--- config.mk ---
export PLATFORM = sky130hd
export DESIGN_NAME = keygen_fsm_multi
export DESIGN_NICKNAME = d
export VERILOG_FILES = /design/src/rtl/aes_ks_pkg.sv /design/src/rtl/ks_word_cnt.sv /design/src/rtl/keygen_fsm_multi.sv
export SDC_FILE = /design/constraint.sdc
export NUM_CORES = 1
export LEC_CHECK = 0
export ABC_AREA = 1
export BUFFER_PORTS_ARGS = -buffer_cell sky130_fd_sc_hd__buf_2
export CAP_MARGIN = 20
export CORE_MARGIN = 4
export CORE_UTILIZATION = 30
export DETAILED_ROUTE_END_ITERATION = 6
export PLACE_DENSITY = 0.54
export SYNTH_ARGS = -nofsm -noshare
export SYNTH_HDL_FRONTEND = slang
export SYNTH_SLANG_ARGS = --single-unit
--- constraint.sdc ---
create_clock -name clk -period 1.8 [get_ports clk]
set_input_delay 0.18 -clock clk [delete_from_list [all_inputs] [get_ports clk]]
set_output_delay 0.18 -clock clk [all_outputs]
set_load 0.02 [all_outputs]
--- src/rtl/aes_ks_pkg.sv ---
// rtl/aes_ks_pkg.sv - shared types and lookups for the AES key-expansion controller
// Purpose: mode encodings, controller state type, and Nk / total-word lookups
//          for AES-128, AES-192 and AES-256 key schedules.
// Ports:   none (package).
package aes_ks_pkg;

  localparam logic [1:0] MODE_128     = 2'b00;
  localparam logic [1:0] MODE_192     = 2'b01;
  localparam logic [1:0] MODE_256     = 2'b10;
  localparam logic [1:0] MODE_ILLEGAL = 2'b11;

  typedef enum logic [2:0] {
    IDLE,
    LOAD,
    EXP,
    SUB_WAIT,
    DONE
  } ks_state_t;

  // Input-key length in 32-bit words.
  function automatic logic [3:0] nk_of(input logic [1:0] m);
    case (m)
      MODE_192: return 4'd6;
      MODE_256: return 4'd8;
      default:  return 4'd4;
    endcase
  endfunction

  // Total expanded schedule length in words.
  function automatic logic [5:0] total_of(input logic [1:0] m);
    case (m)
      MODE_192: return 6'd52;
      MODE_256: return 6'd60;
      default:  return 6'd44;
    endcase
  endfunction

endpackage

--- src/rtl/ks_word_cnt.sv ---
// rtl/ks_word_cnt.sv - word index, mod-Nk phase and Rcon counters for key expansion
// Purpose: tracks schedule word index i, its phase i mod Nk and i/Nk without a divider.
// Ports:
//   clk, reset_n      clock, synchronous active-low reset
//   clear             return all counters to word 0
//   adv               a word was written this cycle; step to the next one
//   mode              latched key-size mode (selects Nk and total length)
//   word_idx          current word index i
//   rcon              i/Nk (Rcon index)
//   is_rot            i mod Nk == 0
//   is_sub256         AES-256 mid-group SubWord-only word (i mod 8 == 4)
//   is_last           i is the final schedule word
//   group_end         i mod Nk == Nk-1
module ks_word_cnt
  import aes_ks_pkg::*;
#(
  parameter int ADDR_W = 6
) (
  input  logic              clk,
  input  logic              reset_n,
  input  logic              clear,
  input  logic              adv,
  input  logic [1:0]        mode,
  output logic [ADDR_W-1:0] word_idx,
  output logic [3:0]        rcon,
  output logic              is_rot,
  output logic              is_sub256,
  output logic              is_last,
  output logic              group_end
);

  logic [2:0] phase;
  logic [3:0] nk;

  assign nk        = nk_of(mode);
  assign group_end = ({1'b0, phase} == (nk - 4'd1));
  assign is_rot    = (phase == 3'd0);
  assign is_sub256 = (nk == 4'd8) && (phase == 3'd4);
  assign is_last   = (word_idx == ADDR_W'(total_of(mode) - 6'd1));

  always_ff @(posedge clk) begin
    if (!reset_n || clear) begin
      word_idx <= '0;
      phase    <= 3'd0;
      rcon     <= 4'd0;
    end else if (adv) begin
      word_idx <= word_idx + ADDR_W'(1);
      // rcon tracks i/Nk by stepping whenever the phase wraps.
      if (group_end) begin
        phase <= 3'd0;
        rcon  <= rcon + 4'd1;
      end else begin
        phase <= phase + 3'd1;
      end
    end
  end

endmodule

--- src/rtl/keygen_fsm_multi.sv ---
// rtl/keygen_fsm_multi.sv - AES-128/192/256 word-serial key-expansion controller
// Purpose: sequences loading of the input key and word-serial expansion into the
//          key-schedule RAM, driving the SubWord/RotWord/Rcon selects.
// Ports:
//   clk, reset_n       clock, synchronous active-low reset
//   start, mode        run request and key size (sampled in IDLE only)
//   key_rd_idx         input-key word index during LOAD
//   ks_wr_en/addr      key-schedule write strobe and word address
//   ks_rd_addr_prev    address of w[i-1]
//   ks_rd_addr_nk      address of w[i-Nk]
//   sel_in             write mux takes the input-key word
//   rot_en, sub_en     RotWord+Rcon and SubWord selects
//   rcon_index         i/Nk while rot_en is high
//   busy, done, err    run status, completion pulse, illegal-mode pulse
module keygen_fsm_multi
  import aes_ks_pkg::*;
#(
  parameter int SBOX_LAT = 1,
  parameter int ADDR_W   = 6
) (
  input  logic              clk,
  input  logic              reset_n,
  input  logic              start,
  input  logic [1:0]        mode,
  output logic [2:0]        key_rd_idx,
  output logic              ks_wr_en,
  output logic [ADDR_W-1:0] ks_wr_addr,
  output logic [ADDR_W-1:0] ks_rd_addr_prev,
  output logic [ADDR_W-1:0] ks_rd_addr_nk,
  output logic              sel_in,
  output logic              rot_en,
  output logic              sub_en,
  output logic [3:0]        rcon_index,
  output logic              busy,
  output logic              done,
  output logic              err
);

  localparam logic [1:0] WAIT_LAST = 2'(SBOX_LAT - 1);

  ks_state_t         state;
  logic [1:0]        mode_q;
  logic [1:0]        wait_cnt;
  logic              err_q;

  logic [ADDR_W-1:0] word_idx;
  logic [3:0]        rcon;
  logic              is_rot;
  logic              is_sub256;
  logic              is_last;
  logic              group_end;
  logic              cnt_clear;
  logic              expanding;
  logic              sub_word;
  logic              wr;

  assign cnt_clear = (state == IDLE);
  assign expanding = (state == EXP) || (state == SUB_WAIT);
  assign sub_word  = is_rot || is_sub256;
  // A SubWord word is written only on the final SUB_WAIT cycle; others write in EXP.
  assign wr = (state == LOAD)
           || ((state == EXP) && !sub_word)
           || ((state == SUB_WAIT) && (wait_cnt == WAIT_LAST));

  ks_word_cnt #(
    .ADDR_W(ADDR_W)
  ) u_cnt (
    .clk       (clk),
    .reset_n   (reset_n),
    .clear     (cnt_clear),
    .adv       (wr),
    .mode      (mode_q),
    .word_idx  (word_idx),
    .rcon      (rcon),
    .is_rot    (is_rot),
    .is_sub256 (is_sub256),
    .is_last   (is_last),
    .group_end (group_end)
  );

  always_ff @(posedge clk) begin
    if (!reset_n) begin
      state    <= IDLE;
      mode_q   <= MODE_128;
      wait_cnt <= 2'd0;
      err_q    <= 1'b0;
    end else begin
      err_q <= 1'b0;
      case (state)
        IDLE: begin
          if (start) begin
            if (mode == MODE_ILLEGAL) begin
              err_q <= 1'b1;
            end else begin
              mode_q <= mode;
              state  <= LOAD;
            end
          end
        end
        LOAD: begin
          if (group_end) state <= EXP;
        end
        EXP: begin
          if (sub_word) begin
            wait_cnt <= 2'd0;
            state    <= SUB_WAIT;
          end else if (is_last) begin
            state <= DONE;
          end
        end
        SUB_WAIT: begin
          if (wait_cnt == WAIT_LAST) begin
            state <= is_last ? DONE : EXP;
          end else begin
            wait_cnt <= wait_cnt + 2'd1;
          end
        end
        DONE:    state <= IDLE;
        default: state <= IDLE;
      endcase
    end
  end

  assign busy            = (state != IDLE);
  assign done            = (state == DONE);
  assign err             = err_q;
  assign sel_in          = (state == LOAD);
  assign key_rd_idx      = (state == LOAD) ? word_idx[2:0] : 3'd0;
  assign ks_wr_en        = wr;
  assign ks_wr_addr      = wr ? word_idx : '0;
  assign ks_rd_addr_prev = expanding ? (word_idx - ADDR_W'(1)) : '0;
  assign ks_rd_addr_nk   = expanding ? (word_idx - ADDR_W'(nk_of(mode_q))) : '0;
  assign rot_en          = expanding && is_rot;
  assign sub_en          = expanding && sub_word;
  assign rcon_index      = (expanding && is_rot) ? rcon : 4'd0;

endmodule

==> results by group, run 1 <==
Cells and area
  – FILL cells: 484
  – Finished Core Util: 51.0%
  – Count of nets after finishing: 338
  – Multi-input combinational cell area: 1160 sq um
  – Storage element area: 429 sq um
  – Area delta synth->final: 59.9%
  – Final standard cell area without fillers: 2470 sq um
  – Non-Filler Instances: 387
  – ANT cells: 0
  – Fraction of layout instances using a drive strength above 1: 44.4%

CTS
  – Clock latency on the worst-skew pair: 0.26 ns
  – TritonCTS clock tree: yes
  – Number of levels in the clock H-tree: 1
  – CTS sink count: 21
  – CTS Buf Count: 3
  – Clock transition at the registers of the reported paths: 0.08 ns
  – Maximum clock path buffer count: 2
  – Number of hold-repair buffers added at the cts stage: 0
  – Cell chosen for the clock root: sky130_fd_sc_hd__clkbuf_8

Yosys
  – Proportion of synthesized flip-flops having asynchronous set or reset: 0%
  – Part of the Yosys area used for sequential elements: 27.2%
  – Area of the mapped netlist: 1550 sq um
  – Net count after synthesis: 262
  – Avg Synthesized Cell Area: 6.31 sq um
  – Number of enable flip-flop cells after synthesis: 0
  – Distinct cell type count of the synthesized netlist: 25
  – Synth Flop Type: sky130_fd_sc_hd__dfxtp_1
  – #FFs+latches synth: 21
  – Most area-hungry cell type in the Yosys netlist: sky130_fd_sc_hd__dfxtp_1
  – Total of warnings raised by yosys: 0
  – Most frequent cells after synthesis: 53 x sky130_fd_sc_hd__nor2_1, 47 x sky130_fd_sc_hd__nand2_1, 34 x sky130_fd_sc_hd__inv_1
  – Library cell with the highest instance count after synthesis: sky130_fd_sc_hd__nor2_1
  – Share of the synthesized area in the top cell type: 27.2%
  – Gate count of the mapped netlist: 245
  – Top area cells in the synthesized netlist: sky130_fd_sc_hd__dfxtp_1 27%, sky130_fd_sc_hd__nor2_1 13%, sky130_fd_sc_hd__nand2_1 11%, sky130_fd_sc_hd__ha_1 8.9%, sky130_fd_sc_hd__inv_1 8.3%

Drt
  – Routed WL: 4470 um
  – Highest metal used: met4
  – DR WL met3: 182 um
  – Mean number of vias per cell: 4.44
  – Post-route DRC: 0
  – Number of iterations in the first detailed-routing pass: 4
  – Vias: 1719
  – Violation count after the first detailed-routing iteration: 41
  – Routed metal-1 wire length: 2050 um
  – Antenna violation net count after detailed routing: 0
  – DR WL met2: 2220 um
  – Routed WL per cell: 11.6 um

GRT
  – Overall global routing resource usage: 14.9%
  – First-pass GRT wire length: 7660 um
  – Number of antenna violations at the first check in global routing: 0
  – Overflow left after global routing: 0
  – Maximum number of pins on one net before global-route repair: 14
  – Vias in the first global route: 1661

Floorplan
  – Placement Rows: 25
  – Die extent in x: 79.8 um
  – Number of top-level design ports: 37
  – Area of the placeable core: 4850 sq um
  – Area enclosed by the die boundary: 6360 sq um
  – Die extent in y: 79.8 um
  – Initial core utilization: 31.9%

Setup path
  – Largest fanout on the critical path: 2
  – Required time of the worst setup path: 1.62 ns
  – FF-to-FF End: state[1]
  – Reg2reg setup slack: -0.03 ns
  – Worst setup path endpoint: ks_rd_addr_nk[4]
  – R2r worst-path depth: 15
  – Beginning of the worst register-to-register path: mode_q[1]
  – Type of element launching the critical path: register
  – Worst Setup Path Type: reg -> out
  – WP data arrival: 1.83 ns
  – Kind of end point of the critical path: output pin
  – Launch point of the worst path: mode_q[1]

Timing
  – Unrepaired setup endpoints after global routing: yes
  – Worst-case hold slack: 0.148 ns
  – Peak Freq: 0.498 GHz
  – Slew of the pin with the lowest slew margin: 0.283 ns
  – Worst Skew: 0.00464 ns
  – # setup viols final: 13
  – Crit share post-route: 112%
  – Count of final max-slew check failures: 0
  – PnR worst setup slack: -0.209 ns
  – Number of hold violations in the final report: 0
  – Clock period minus final worst setup slack: 2.01 ns
  – Relative slew margins: 80.9%

Run status
  – Status: complete, but fails checks
  – Failing checks: setup timing

Worst hold path
  – Path class of the lowest-slack min-delay path: in -> reg

Placement
  – Placed Cells incl. Taps: 369
  – Count of buffers inserted at the top-level ports: 36
  – Place WS: -0.0712 ns
  – Total placed instance area: 1990 sq um
  – RD Place Congestion: 0.821
  – HPWL after DPL: 3240 um

Power
  – Static leakage power: 1.12 nW
  – Cell Pwr Density: 802 nW/um^2
  – IR Drop Worst-Case VDD: 0.332 mV

Run
  – Count of max-cap constraint violations: 0
## power by group
| part | internal, mW | switching, mW | total (mW) |
|---|---|---|---|
| Sequential | 0.494 | 0.0335 | 0.527 |
| Combinational | 0.494 | 0.634 | 1.13 |
| Clock | 0.156 | 0.171 | 0.327 |
| Total | 1.14 | 0.838 | 1.98 |
## critical path, cell delays in order, from the launching register on
cell                       delay [ns]
sky130_fd_sc_hd__dfxtp_2         0.33
sky130_fd_sc_hd__buf_6           0.11
sky130_fd_sc_hd__ha_4            0.16
sky130_fd_sc_hd__buf_6           0.11
sky130_fd_sc_hd__ha_4            0.25
sky130_fd_sc_hd__nand2_1         0.05
sky130_fd_sc_hd__nor2_2          0.12
sky130_fd_sc_hd__a211oi_2        0.05
sky130_fd_sc_hd__buf_4           0.13
sky130_fd_sc_hd__a21oi_2         0.10
sky130_fd_sc_hd__buf_4           0.14
## worst min-delay path by stage
stage / start / end / slack, ns / cells after the start
detailed placement: start / err / 0.43 / 3
global placement: start / err / 0.43 / 3
global route: start / err / 0.15 / 3
floorplan: start / err / 0.30 / 2
CTS: start / err / 0.15 / 3
finish: start / err / 0.15 / 3
## routing by layer
metal | GRT usage, % | vias up
met2 | 26.2 | 31
met5 | 0 | -
met4 | 2.53 | 0
met3 | 1.47 | 2
met1 | 20.0 | 765
li1 | - | 921
## cell families (layout without fill, tap and decap cells)
| kind of cell | Yosys count | after routing | synth area share [%] |
|---|---|---|---|
| adders and majority gates | 12 | 12 | 10.2 |
| and+or+nand+nor | 131 | 131 | 36.4 |
| buffers and inverters | 44 | 119 | 12.2 |
| AOI/OAI and AO/OA | 31 | 31 | 10.5 |
| xor gates and xnor gates | 6 | 6 | 3.40 |
| DFF | 21 | 21 | 27.2 |
## flip-flops by register name, indices dropped and copies added, names as in the netlist
name / count
wait_cnt: 2
state: 3
err: 1
u_cnt.rcon: 4
mode_q: 2
u_cnt.word_idx: 6
u_cnt.phase: 3
## final cells by class
cell class                 count  share of cell area [%]
clock buffer                   3                    1.67
clock inverter                 1                   0.304
inverter                      39                    6.89
multi-input combinational    180                    46.9
sequential                    21                    17.4
tap                           67                    3.39
timing repair buffer          75                    23.2
timing repair inverter         1                   0.253
## placed cells by master, fill, tap and decap left out, drive strengths merged, types with 6 or more instances in the layout
master  Yosys  layout
buf         3      75
nor2       54      54
nand2      49      49
inv        38      39
a21oi      21      21
dfxtp      21      21
nand3      19      19
ha         11      11
nor3        7       7
xor2        6       6
o21ai       6       6
## per-stage QoR
step	power [mW]	TNS, ns
floorplan	1.06	-0.00962
global placement	1.35	-0.0885
detailed placement	1.35	-0.220
CTS	1.90	-1.29
global route	2.13	-3.12
finish	1.98	-1.41
## repair_timing
action	4_1_cts	5_1_grt
setup endpoints to repair	15	33
pin swaps	10	8
cloned	1	0
buffers inserted	11	2
resized for setup	75	22
Power figures use the tool's default switching activity.
==> run 2: changes to the inputs <==
ABC_AREA = not set   (was 1)
clock period = 2.5 ns   (was 1.8 ns; I/O delays follow)
==> results by group, run 2 <==
Cells and area
  – ANT cells: 0
  – Non-Filler Instances: 277
  – Largest register by flop count: u_cnt.word_idx
  – Area delta synth->final: 21.7%
  – Largest registers: u_cnt.word_idx: 6 flops, u_cnt.rcon: 4 flops
  – Most common library cell in the layout ignoring fill and taps: sky130_fd_sc_hd__buf_2
  – Count of nets after finishing: 243
  – FILL cells: 501
  – Number of flip-flops in the largest register: 6
  – Fraction of layout instances using a drive strength above 1: 23.6%
  – Most used cells in the layout excluding fill and tap cells: 35 x sky130_fd_sc_hd__buf_2, 34 x sky130_fd_sc_hd__nor2_1, 20 x sky130_fd_sc_hd__dfxtp_1

GRT
  – GR Util met2: 19.2%
  – Overflow left after global routing: 0
  – Number of antenna violations at the first check in global routing: 0
  – GR peak layer: met2
  – First-pass GRT wire length: 5890 um
  – Maximum number of pins on one net before global-route repair: 20
  – Met3 track utilization from global routing: 2.46%
  – Overall global routing resource usage: 12.0%
  – Vias in the first global route: 1311
  – Met1 Usage GRT: 15.5%

Placement
  – RD Place Congestion: 0.737
  – HPWL after DPL: 2660 um
  – Count of buffers inserted at the top-level ports: 36
  – Placed Cells incl. Taps: 271

Yosys
  – Part of the Yosys area used for sequential elements: 29.2%
  – Distinct cell type count of the synthesized netlist: 41
  – Main combinational cell family by area after synthesis: simple AND/OR/NAND/NOR gates
  – Mux contribution to synthesized area: 0%
  – Area of the mapped netlist: 1440 sq um
  – Share of the synthesized area in the top cell type: 29.2%
  – Top area cells in the synthesized netlist: sky130_fd_sc_hd__dfxtp_1 29%, sky130_fd_sc_hd__ha_1 9.6%, sky130_fd_sc_hd__nor2_1 8.9%, sky130_fd_sc_hd__xnor2_1 5.5%, sky130_fd_sc_hd__xor2_1 5.5%
  – Most frequent cells after synthesis: 34 x sky130_fd_sc_hd__nor2_1, 21 x sky130_fd_sc_hd__dfxtp_1, 14 x sky130_fd_sc_hd__nand2_1
  – XOR/XNOR share of the synthesized area: 11.0%
  – Net count after synthesis: 203
  – Library cell with the highest instance count after synthesis: sky130_fd_sc_hd__nor2_1
  – Most area-hungry cell type in the Yosys netlist: sky130_fd_sc_hd__dfxtp_1
  – Gate count of the mapped netlist: 186
  – Avg Synthesized Cell Area: 7.73 sq um
  – Synth Flop Type: sky130_fd_sc_hd__dfxtp_1
  – Total of warnings raised by yosys: 0
  – Number of enable flip-flop cells after synthesis: 0
  – Adder-cell area share of the yosys netlist: 11.0%
  – #FFs+latches synth: 21
  – Share of the synthesized area in compound gates (AO/OA/AOI/OAI): 13.8%
  – Simple-gate share of the synthesized area: 29.7%
  – Proportion of synthesized flip-flops having asynchronous set or reset: 0%

Floorplan
  – Area enclosed by the die boundary: 5960 sq um
  – Die extent in x: 77.2 um
  – Area of the placeable core: 4500 sq um
  – Number of top-level design ports: 37
  – Initial core utilization: 31.9%
  – Die extent in y: 77.2 um
  – Placement Rows: 24

Setup path
  – CP max-delay cell: sky130_fd_sc_hd__dfxtp_1
  – Worst Setup Path Type: reg -> out
  – WP data arrival: 2.10 ns
  – Longest individual stage delay on the worst path: 0.37 ns
  – Type of element launching the critical path: register
  – Required time of the worst setup path: 2.25 ns
  – Largest fanout on the critical path: 9
  – Cells along the critical path: inv_1 -> ha_1 -> nor2b_1 -> nor3_2 -> buf_4 -> nor2_2 -> inv_2 -> and2_1 -> buf_2
  – Kind of end point of the critical path: output pin

CTS
  – Cell chosen for the clock root: sky130_fd_sc_hd__clkbuf_8
  – Clock latency on the worst-skew pair: 0.26 ns
  – CTS Buf Count: 3
  – Number of levels in the clock H-tree: 1
  – Clock transition at the registers of the reported paths: 0.08 ns
  – TritonCTS clock tree: yes
  – CTS sink count: 21
  – Maximum clock path buffer count: 2

Timing
  – Worst Skew: 0.00102 ns
  – Slew of the pin with the lowest slew margin: 0.465 ns
  – Crit share post-route: 94.1%
  – Total Neg Setup Slack: 0 ns
  – Worst-case hold slack: 0.227 ns
  – Clock period minus final worst setup slack: 2.35 ns
  – Count of final max-slew check failures: 0
  – # setup viols final: 0
  – Number of hold violations in the final report: 0
  – Peak Freq: 0.425 GHz
  – Unrepaired setup endpoints after global routing: no
  – Relative slew margins: 68.9%

Power
  – IR Drop Worst-Case VDD: 0.177 mV
  – Cell Pwr Density: 416 nW/um^2
  – Static leakage power: 0.835 nW
  – Power, Total: 0.728 mW

Drt
  – Post-route DRC: 0
  – Routed WL: 3490 um
  – Number of iterations in the first detailed-routing pass: 4
  – Vias: 1330
  – Violation count after the first detailed-routing iteration: 88
  – Mean number of vias per cell: 4.80
  – Antenna violation net count after detailed routing: 0
  – Routed WL per cell: 12.6 um

Run status
  – Status: completed

Worst hold path
  – Path class of the lowest-slack min-delay path: in -> reg

Run
  – Count of max-cap constraint violations: 0
-- run 2: power by group --
part           leakage (nW)  switching [mW]  internal, mW
logic                 0.640          0.0984        0.0555
clock network        0.0255           0.116         0.111
registers             0.170         0.00548         0.341
total                 0.835           0.220         0.508
-- run 2: final cells by class --
type / count / area, sq um / area share (%)
timing repair buffer: 41 / 220 / 12.6
clock inverter: 1 / 5.00 / 0.286
multi-input combinational: 145 / 943 / 53.9
inverter: 14 / 52.6 / 3.00
tap: 52 / 65.1 / 3.72
clock buffer: 3 / 41.3 / 2.36
sequential: 21 / 422 / 24.1
-- run 2: stage by stage --
step / instance area (sq um) / setup WS, ns / utilization (%)
after floorplan: 1440 / 0.478 / -
after global placement: 1680 / 0.378 / 37.3
after detailed placement: 1680 / 0.388 / 37.3
after CTS: 1730 / 0.0782 / 38.4
after global routing: 1750 / 0.00427 / 38.8
final: 1750 / 0.147 / 38.8
-- run 2: logic make-up after synthesis --
family | count (synthesis)
AO/OA/AOI/OAI | 30
XOR/XNOR | 18
adder cells (fa/ha/maj) | 12
buffers and inverters | 20
flip-flops | 21
AND/OR/NAND/NOR | 85
-- run 2: critical path, delay by kind of cell (launching register included) --
family,cells,cell delay (ns)
DFF,1,0.37
adders and majority gates,1,0.27
and+or+nand+nor,4,0.66
buffers and inverters,4,0.53
-- run 2: path summary, 6_finish.rpt --
check,start,end,slack [ns],depth (start not counted)
worst min register to register,u_cnt.rcon[3],u_cnt.rcon[3],0.50,2
worst max-delay path,wait_cnt[0],ks_wr_addr[3],0.15,9
worst max register to register,mode_q[0],u_cnt.rcon[3],0.44,8
worst min-delay path,mode[1],err,0.23,3
-- run 2: repair_timing --
action | CTS | global route
hold buffers | 0 | 0
setup endpoints to repair | 0 | 4
resized for setup | 0 | 3
setup buffers | 0 | 2
-- run 2: layer usage --
layer / up-vias / part of all wire (%)
met3: 5 / 4.7
met5: - / 0
met4: 0 / 1.6
met2: 25 / 45
met1: 603 / 48
li1: 697 / -
==> run 3: changes to the inputs <==
MAX_ROUTING_LAYER = met4   (was not set)
==> results by group, run 3 (same netlist as run 2, synthesis figures left out) <==
Cells and area
  – Area delta synth->final: 21.7%
  – Count of nets after finishing: 243
  – Finished Core Util: 38.8%
  – Final standard cell area without fillers: 1750 sq um
  – Multi-input combinational cell area: 943 sq um
  – FILL cells: 501
  – Number of flip-flops in the largest register: 6
  – Most common library cell in the layout ignoring fill and taps: sky130_fd_sc_hd__buf_2
  – Largest register by flop count: u_cnt.word_idx
  – ANT cells: 0
  – Fraction of layout instances using a drive strength above 1: 23.6%
  – Largest registers: u_cnt.word_idx: 6 flops, u_cnt.rcon: 4 flops
  – Storage element area: 422 sq um
  – Most used cells in the layout excluding fill and tap cells: 35 x sky130_fd_sc_hd__buf_2, 34 x sky130_fd_sc_hd__nor2_1, 20 x sky130_fd_sc_hd__dfxtp_1
  – Non-Filler Instances: 277

Timing
  – Relative slew margins: 68.9%
  – Count of final max-slew check failures: 0
  – Number of hold violations in the final report: 0
  – Unrepaired setup endpoints after global routing: no
  – Crit share post-route: 94.5%
  – Peak Freq: 0.423 GHz
  – Total Neg Setup Slack: 0 ns
  – # setup viols final: 0
  – Worst Skew: 0.00212 ns
  – Clock period minus final worst setup slack: 2.36 ns
  – Slew of the pin with the lowest slew margin: 0.465 ns

CTS
  – Cell chosen for the clock root: sky130_fd_sc_hd__clkbuf_8
  – Number of levels in the clock H-tree: 1
  – CTS sink count: 21
  – CTS Buf Count: 3
  – Maximum clock path buffer count: 2
  – Number of hold-repair buffers added at the cts stage: 0
  – Clock latency on the worst-skew pair: 0.27 ns
  – TritonCTS clock tree: yes
  – Clock transition at the registers of the reported paths: 0.08 ns

Run status
  – Status: completed

Setup path
  – WP data arrival: 2.11 ns
  – Required time of the worst setup path: 2.25 ns
  – Type of element launching the critical path: register
  – Longest individual stage delay on the worst path: 0.38 ns
  – Worst Setup Path Type: reg -> out
  – Cell family with the largest share of critical-path delay: simple AND/OR/NAND/NOR gates
  – CP max-delay cell: sky130_fd_sc_hd__dfxtp_1
  – Largest fanout on the critical path: 9
  – Kind of end point of the critical path: output pin
  – Worst path bufs/invs: 4
  – Cells along the critical path: inv_1 -> ha_1 -> nor2b_1 -> nor3_2 -> buf_4 -> nor2_2 -> inv_2 -> and2_1 -> buf_2

Placement
  – Count of buffers inserted at the top-level ports: 36
  – Total placed instance area: 1680 sq um
  – RD Place Congestion: 0.746
  – HPWL after DPL: 2660 um
  – Placed Cells incl. Taps: 271

GRT
  – Maximum number of pins on one net before global-route repair: 20
  – Number of antenna violations at the first check in global routing: 0
  – Overflow left after global routing: 0
  – Vias in the first global route: 1313
  – First-pass GRT wire length: 5890 um
  – Overall global routing resource usage: 12.4%

Drt
  – Routed WL: 3500 um
  – Number of iterations in the first detailed-routing pass: 4
  – Violation count after the first detailed-routing iteration: 71
  – Routed WL per cell: 12.6 um
  – Post-route DRC: 0
  – Mean number of vias per cell: 4.80
  – Vias: 1329
  – Antenna violation net count after detailed routing: 0

Power
  – Power, Total: 0.732 mW
  – Static leakage power: 0.835 nW
  – Cell Pwr Density: 418 nW/um^2
  – IR Drop Worst-Case VDD: 0.180 mV

Floorplan
  – Die extent in x: 77.2 um
  – Number of top-level design ports: 37
  – Initial core utilization: 31.9%
  – Area of the placeable core: 4500 sq um
  – Area enclosed by the die boundary: 5960 sq um
  – Die extent in y: 77.2 um
  – Placement Rows: 24

Run
  – Count of max-cap constraint violations: 0

Worst hold path
  – Path class of the lowest-slack min-delay path: in -> reg
## run 3: repair_timing
item / 4_1_cts / 5_1_grt
buffers inserted: 0 / 2
gates resized for setup: 0 / 3
setup endpoints to repair: 0 / 4
## run 3: path summary, 6_finish.rpt
| kind | from | to | slack, ns | cells past startpoint |
|---|---|---|---|---|
| worst min-delay path | mode[1] | err | 0.23 | 3 |
| worst max-delay path | wait_cnt[0] | ks_wr_addr[3] | 0.14 | 9 |
| worst min register to register | u_cnt.rcon[3] | u_cnt.rcon[3] | 0.50 | 2 |
| worst max register to register | mode_q[0] | u_cnt.rcon[3] | 0.44 | 8 |
## run 3: through the flow
stage / worst slack (ns) / hold slack, ns
after floorplan: 0.478 / 0.368
after global placement: 0.378 / 0.484
after detailed placement: 0.388 / 0.491
after CTS: 0.0782 / 0.221
after global routing: 0.00427 / 0.240
final: 0.137 / 0.226
## run 3: worst min-delay path: stages
cell                      delay [ns]
sky130_fd_sc_hd__buf_2          0.11
sky130_fd_sc_hd__nand3_1        0.06
sky130_fd_sc_hd__nor2_1         0.03
## run 3: power breakdown
part           internal (mW)  leakage [nW]  switching [mW]
Sequential             0.341         0.170         0.00552
Combinational         0.0555         0.640          0.0984
Clock                  0.111        0.0255           0.120
## run 3: per-layer routing
metal,global-route usage (%),up-vias,wire length (um)
li1,-,697,-
met1,15.8,604,1730
met2,19.2,23,1590
met3,2.11,5,134
met4,5.52,0,57
met5,-,-,0
## run 3: final cells by class
class,count,share of cell area [%]
well taps,52,3.72
clock buffers,3,2.36
flip-flops and latches,21,24.1
repair buffers,41,12.6
inverters,14,3.00
clock inverters,1,0.286
multi-input cells,145,53.9
